File: src/rtl/fetch_pc_unit.sv
// rtl/fetch_pc_unit.sv - IF-stage PC generator with in-flight branch prediction FIFO
module fetch_pc_unit #(
    parameter logic [31:0] RESET_PC      = 32'h0000_0000,
    parameter int          QDEPTH        = 4,
    parameter bit          USE_PRED_DEST = 1'b0
) (
    input  logic        clk,
    input  logic        rst,
    input  logic        stall_i,
    input  logic        fetch_ready_i,
    output logic [31:0] pc_o,
    output logic        fetch_valid_o,
    input  logic        dec_branch_i,
    input  logic [31:0] dec_target_i,
    input  logic        pred_take_i,
    input  logic [31:0] pred_dest_i,
    input  logic        ex_resolve_i,
    input  logic        ex_taken_i,
    input  logic [31:0] ex_target_i,
    output logic        flush_o,
    output logic        fb_valid_o,
    output logic [31:0] fb_pc_o,
    output logic        fb_taken_o,
    output logic [31:0] fb_dest_o,
    output logic        q_full_o,
    output logic        resolve_err_o
);

    localparam int AW = $clog2(QDEPTH);
    localparam logic [AW:0] FULL_CNT = (AW + 1)'(QDEPTH);

    logic [31:0] q_pc    [QDEPTH];
    logic [31:0] q_pnext [QDEPTH];
    logic [AW-1:0] wr_ptr;
    logic [AW-1:0] rd_ptr;
    logic [AW:0]   count;

    logic        acc;
    logic        push;
    logic        pop;
    logic        mispredict;
    logic [31:0] tgt;
    logic [31:0] pnext;
    logic [31:0] head_pc;
    logic [31:0] head_pnext;
    logic [31:0] anext;

    assign q_full_o      = (count == FULL_CNT);
    assign fetch_valid_o = !q_full_o;
    assign acc           = fetch_valid_o & fetch_ready_i & !stall_i;

    assign tgt   = USE_PRED_DEST ? pred_dest_i : dec_target_i;
    assign pnext = (dec_branch_i & pred_take_i) ? tgt : pc_o + 32'd4;
    assign push  = acc & dec_branch_i;

    assign head_pc    = q_pc[rd_ptr];
    assign head_pnext = q_pnext[rd_ptr];
    assign pop        = ex_resolve_i & (count != '0);
    assign anext      = ex_taken_i ? ex_target_i : head_pc + 32'd4;
    // The prediction is judged on the resulting next PC, not on the taken bit alone.
    assign mispredict = pop & (anext != head_pnext);

    always_ff @(posedge clk) begin
        if (rst) begin
            pc_o          <= RESET_PC;
            wr_ptr        <= '0;
            rd_ptr        <= '0;
            count         <= '0;
            flush_o       <= 1'b0;
            fb_valid_o    <= 1'b0;
            fb_pc_o       <= '0;
            fb_taken_o    <= 1'b0;
            fb_dest_o     <= '0;
            resolve_err_o <= 1'b0;
        end else begin
            fb_valid_o <= pop;
            if (pop) begin
                fb_pc_o    <= head_pc;
                fb_taken_o <= ex_taken_i;
                fb_dest_o  <= ex_target_i;
            end
            if (ex_resolve_i && count == '0) begin
                resolve_err_o <= 1'b1;
            end

            if (mispredict) begin
                // Redirect wins: drop this cycle's fetch and every younger prediction.
                pc_o    <= anext;
                flush_o <= 1'b1;
                wr_ptr  <= '0;
                rd_ptr  <= '0;
                count   <= '0;
            end else begin
                flush_o <= 1'b0;
                if (acc) begin
                    pc_o <= pnext;
                end
                if (push) begin
                    wr_ptr <= wr_ptr + 1'b1;
                end
                if (pop) begin
                    rd_ptr <= rd_ptr + 1'b1;
                end
                if (push && !pop) begin
                    count <= count + 1'b1;
                end else if (pop && !push) begin
                    count <= count - 1'b1;
                end
            end
        end
    end

    always_ff @(posedge clk) begin
        if (!rst && !mispredict && push) begin
            q_pc[wr_ptr]    <= pc_o;
            q_pnext[wr_ptr] <= pnext;
        end
    end

endmodule

File: config.mk
export PLATFORM = sky130hd
export DESIGN_NAME = fetch_pc_unit
export DESIGN_NICKNAME = d
export VERILOG_FILES = /design/src/rtl/fetch_pc_unit.sv
export SDC_FILE = /design/constraint.sdc
export NUM_CORES = 1
export LEC_CHECK = 0
export BUFFER_PORTS_ARGS = -buffer_cell sky130_fd_sc_hd__buf_2
export CORE_MARGIN = 2
export CORE_UTILIZATION = 29
export CTS_CLUSTER_SIZE = 30
export DETAILED_ROUTE_END_ITERATION = 16
export SKIP_CTS_REPAIR_TIMING = 1
export SYNTH_ARGS = -nofsm -noshare
export SYNTH_HDL_FRONTEND = slang
export SYNTH_SLANG_ARGS = --single-unit
File: constraint.sdc
create_clock -name clk -period 11.1 [get_ports clk]
set_input_delay 0 -clock clk [delete_from_list [all_inputs] [get_ports clk]]
set_output_delay 0 -clock clk [all_outputs]
set_load 0.01 [all_outputs]
## Word-level counts from Yosys, hierarchy flattened

Memory sizes are Yosys's and may differ from the RTL's. A register that Yosys moved wholly into a read port is not among the register bits.
Index checks and enable logic that the tools add are counted.

| word-level totals | value |
|---|---|
| memories | 2 |
| bits in registers | 107 |
| output and inout bits | 102 |
| bits in writable memories | 256 |

Memories:

| name | depth | width | rd ports | clocked after memory_dff | write ports | RTL line | text |
|---|---|---|---|---|---|---|---|
| q_pc | 4 | 32 | 1 | 1 | 1 | 32 | `logic [31:0] q_pc [QDEPTH];` |
| q_pnext | 4 | 32 | 1 | 1 | 1 | 33 | `logic [31:0] q_pnext [QDEPTH];` |

| operators by class | value |
|---|---|
| mux-type cells | 13 |
| $add $sub $neg | 6 |
| bitwise logic cells | 6 |
| reductions and logical operators | 16 |
| eq/ne operators | 2 |

Operators with widths:

| kind | count |
|---|---|
| 2-to-1 mux 32 bit | 4 |
| adder 32 x 3 -> 32 bit (second input constant) | 2 |
| != test 32 bit | 1 |
| 2-to-1 mux 2 bit | 4 |
| AND 1 bit | 6 |
| logical NOT 1 bit | 6 |
| 2-to-1 mux 3 bit | 2 |
| logical AND 1 bit | 5 |
| adder 2 x 1 -> 2 bit (second input constant) | 2 |
| nonzero test 2 bit | 2 |
| adder 3 x 1 -> 3 bit (second input constant) | 1 |
| equality test 3 bit (second input constant) | 1 |
| logical NOT 3 bit | 1 |
| 2-to-1 mux 1 bit | 3 |
| nonzero test 3 bit | 1 |
| subtractor 3 x 1 -> 3 bit (second input constant) | 1 |
| OR reduction 2 bit | 1 |

## Depth between registers and ports, before layout

| logic depth | value |
|---|---|
| depth after elaboration | 9 |
| depth in mapped cells | 18 |
| depth with buffers taken out | 13 |

## Least setup slack after synthesis

No wires, ideal clock.

| path | value |
|---|---|
| path kind | flip-flop to flip-flop |
| start point | register with a tool-made name |
| end point | memory q_pc[0][0] (enable) |
| library setup time | 0.564 ns |
| data arrival time | 7.797 ns |
| cell stages (with the launch flop) | 15 |
| required time | 10.536 ns |
| buffers on the path | 3 |
| slack | 2.738 ns |
| cells stage by stage | dfxtp_1 buf_6 buf_12 mux4_2 ha_1 nand4_1 nor2_1 o32ai_1 or3_1 nor4_1 nand4_1 nor4_2 nor2_1 clkbuf_1 nor3_1 |

RTL lines:

| element | RTL line |
|---|---|
| to (decl) | 32 |

==> impl_metrics.yaml <==
run_status:
  status: "complete, but fails checks"
  violations: "hold timing"
clocking:
  cts_buffers: 37
  cts.sinks: 365
  clock_latency_ns: 0.55
  htreeDepth: 2
  cts_tree: "done"
  clk_pin_slew_ns: 0.06
  clockBufferDepth: 3
  cts-root-buf: "clkbuf_16"
logic_synthesis:
  syn_area_sq_um: 17000
  avgSynthCellArea_sq_um: 12.2
  netlist-cell-type-count: 66
  synth.mux.area_fraction: 0.119
  synth-edff-count: 256
  synth-xor-area-share: 0.0557
  synth_compound_area_frac: 0.0829
  ys_seq_area_frac: 0.580
  synth_top_family_by_area: "simple AND/OR/NAND/NOR gates"
  synth_nets: 1504
  syn_inst: 1392
  yosys_warnings: 0
  async_flop_share: 0
  synth_largest_area_cell: "edfxtp_1"
  synth.area.top_cells: "edfxtp_1 (45%), dfxtp_1 (13%), mux4_2 (8.3%)"
  netlist.area_leader.share: 0.452
  yosys_register_bits: 365
  synth_top_flop_cell: "edfxtp_1"
  yosys.area_share.adder: 0.00632
  yosys.area_share.simple: 0.127
setup_path:
  crit_fanout: 55
  path_buf_inv: 5
  r2r-end: "q_pc[0][25]"
  crit_required_ns: 11.25
  crit_cells: 14
  worst_setup_path_end_kind: "flip-flop"
  cp_top_family: "buffers and inverters"
  path_class: "flip-flop to flip-flop"
  worstPathCellList: "buf_4, buf_4, mux4_2, xnor2_1, a41oi_1, a41o_1, a2111oi_0, nand4_1, nor4_4, buf_4, nor2_2, buf_4, nor3_2, buf_4"
  crit_arrival_ns: 7.60
  ff2ff_setup_slack_ns: 3.65
  start_kind: "flip-flop"
  slowest_stage: "nor3_2"
  cp-endpoint: "q_pc[0][25]"
  slowest_delay_ns: 0.92
  rr_worst_depth: 14
  cp_common_cell: "buf_4"
finish:
  seq_area_sq_um: 9870
  drive_gt1_frac: 0.213
  final_area_sq_um: 20500
  multi_input_area_sq_um: 6690
  post-route-util: 0.355
  final_cells: 2400
  areaGrowthSynthToFinish_pct: 20.6
  fillers: 5628
  final_nets: 1719
  antenna_cells: 0
routing:
  vias: 12458
  drt_iter0_markers: 1193
  wirelength_microns: 55600
  drc: 0
  drtAntennaViolNets: 0
  drt_pass1_iterations: 5
  viasPerCell: 5.19
  avgRoutedWirePerCell_microns: 23.2
sta:
  setup_ws_ns: 3.65
  min_period_ns: 7.45
  fmax_mhz: 134
  finClkSkew_ns: 0.0280
  tns_ns: 0
  hold_ws_ns: -0.0459
  timing.final.crit_share: 0.671
  slew_headroom: 0.263
  rsz0062_at_grt: "false"
  worst_slew_pin_slew_ns: 1.10
  slew_viol_final: 0
  hold_viol_final: 29
  setup_viol: 0
power_and_ir_drop:
  comb_power_share: 0.209
  power_mw: 3.80
  power.switching_mw: 1.18
  internal_power_mw: 2.62
  cellLeakagePower_nw: 7.04
  pwr-share-seq: 0.466
  swShare: 0.310
  p_per_area_nw_per_um2: 185
  clockPowerShare: 0.325
  ir_worst_vdd_mv: 0.0931
die:
  num_rows: 88
  fp.coreArea_sq_um: 57800
  die_h_microns: 246
  die_w_microns: 246
  dieArea_sq_um: 60600
  ios: 206
  start_util: 0.294
placed_design:
  gp_congestion: 0.931
  place_inst: 2262
  portBuffers: 173
  dp_hpwl_microns: 38500
  dp_slack_ns: 3.56
  placed_cell_area_sq_um: 18600
global_route:
  antenna_found_initial: 4
  grt_pass1_vias: 11955
  grt_start_max_net_pins: 69
  overflow: 0
  grt_pass1_wl_microns: 79700
  grt_util_all_layers: 0.178
worst_hold_path:
  min_path_type: "input pin to flip-flop"
  hp-start: "dec_target_i[18]"
run:
  drv_cap: 0
[worst register-to-register path: cells and delay by family (launching register included)]
kind / cells / cell delay [ns]
mux: 1 / 0.71
compound gates: 3 / 1.06
simple gates: 4 / 1.63
buf+inv: 5 / 2.63
xor+xnor: 1 / 0.30
flops: 1 / 0.61
[state kept, by name, summed over array words and instances (netlist names), named ones only]
register	cells
fb_dest_o	32
fb_pc_o	32
pc_o	32
flush_o	1
rd_ptr	2
q_pc	128
fb_taken_o	1
count	3
q_pnext	128
wr_ptr	2
resolve_err_o	1
fb_valid_o	1
[cell usage in the layout (no fill, tap or decap), types with 9 or more instances in the layout]
cell type / instances
inv_1: 12
mux2_2: 12
dlygate4sd3_1: 71
or4_1: 11
a21oi_1: 128
nand3_1: 39
dfxtp_1: 107
edfxtp_1: 256
and4_1: 9
buf_4: 23
buf_2: 172
nand2_1: 184
nor2_1: 89
nand4_1: 26
a211oi_1: 18
and2_1: 10
clkbuf_16: 38
xor2_1: 44
nor3_1: 26
and3_1: 11
o21ai_0: 22
mux2i_1: 47
o31ai_1: 18
mux4_2: 63
xnor2_1: 59
[cell usage after synthesis (6+ instances only)]
| library cell | number |
|---|---|
| buf_2 | 19 |
| nand4_1 | 26 |
| nor2_1 | 90 |
| nand2b_1 | 8 |
| buf_6 | 6 |
| mux4_2 | 63 |
| o31ai_1 | 18 |
| buf_1 | 8 |
| inv_1 | 13 |
| dfxtp_1 | 109 |
| mux2_2 | 12 |
| a31oi_1 | 8 |
| and2_1 | 10 |
| nand2_1 | 185 |
| and4_1 | 9 |
| a211oi_1 | 18 |
| clkbuf_1 | 53 |
| edfxtp_1 | 256 |
| and3_1 | 11 |
| nand3_1 | 39 |
| nor3_1 | 30 |
| xnor2_1 | 59 |
| nor4_1 | 8 |
| xor2_1 | 44 |
| a21oi_1 | 128 |
| o21ai_0 | 22 |
| or4_1 | 11 |
| mux2i_1 | 47 |
| nor2b_1 | 7 |
| ha_1 | 7 |
[layer usage]
| metal | wire, microns | track usage | share of wire |
|---|---|---|---|
| met2 | 25800 | 0.285 | 0.46 |
| met3 | 4020 | 0.0341 | 0.072 |
| met4 | 1200 | 0.0463 | 0.022 |
| met1 | 24500 | 0.247 | 0.44 |
| met5 | 46 | 0 | 0.00083 |
[cells by family after synthesis]
logic type | Yosys count
buf+inv | 106
fa+ha+maj | 8
compound gates | 233
mux | 122
simple gates | 453
flops | 365
xor+xnor | 105
[how the worst min path moves through the flow]
stage / slack, ns / endpoint / cells past startpoint
finish: -0.05 / q_pnext[1][18] / 3
global route: 0.001 / q_pnext[3][31] / 3
CTS: -0.30 / resolve_err_o / 3
detailed placement: 0.25 / resolve_err_o / 3
global placement: 0.24 / resolve_err_o / 3
floorplan: 0.14 / fb_dest_o[0] / 2
[power by group through the flow]
stage / Clock [mW] / Combinational [mW] / Sequential [mW]
2_1_floorplan: 0 / 0.423 / 1.79
3_3_place_gp: 0 / 0.751 / 1.79
3_5_place_dp: 0 / 0.764 / 1.80
4_1_cts: 1.25 / 0.767 / 1.77
5_1_grt: 1.30 / 0.870 / 1.78
6_report: 1.23 / 0.794 / 1.77
[layout make-up]
| cell class | instances | share of cell area |
|---|---|---|
| timing repair buffer | 266 | 0.0850 |
| clock inverter | 18 | 0.00817 |
| clock buffer | 49 | 0.0498 |
| sequential | 365 | 0.481 |
| multi-input combinational | 921 | 0.326 |
| tap | 765 | 0.0466 |
| inverter | 16 | 0.00293 |
(Power assumes the default switching activity.)
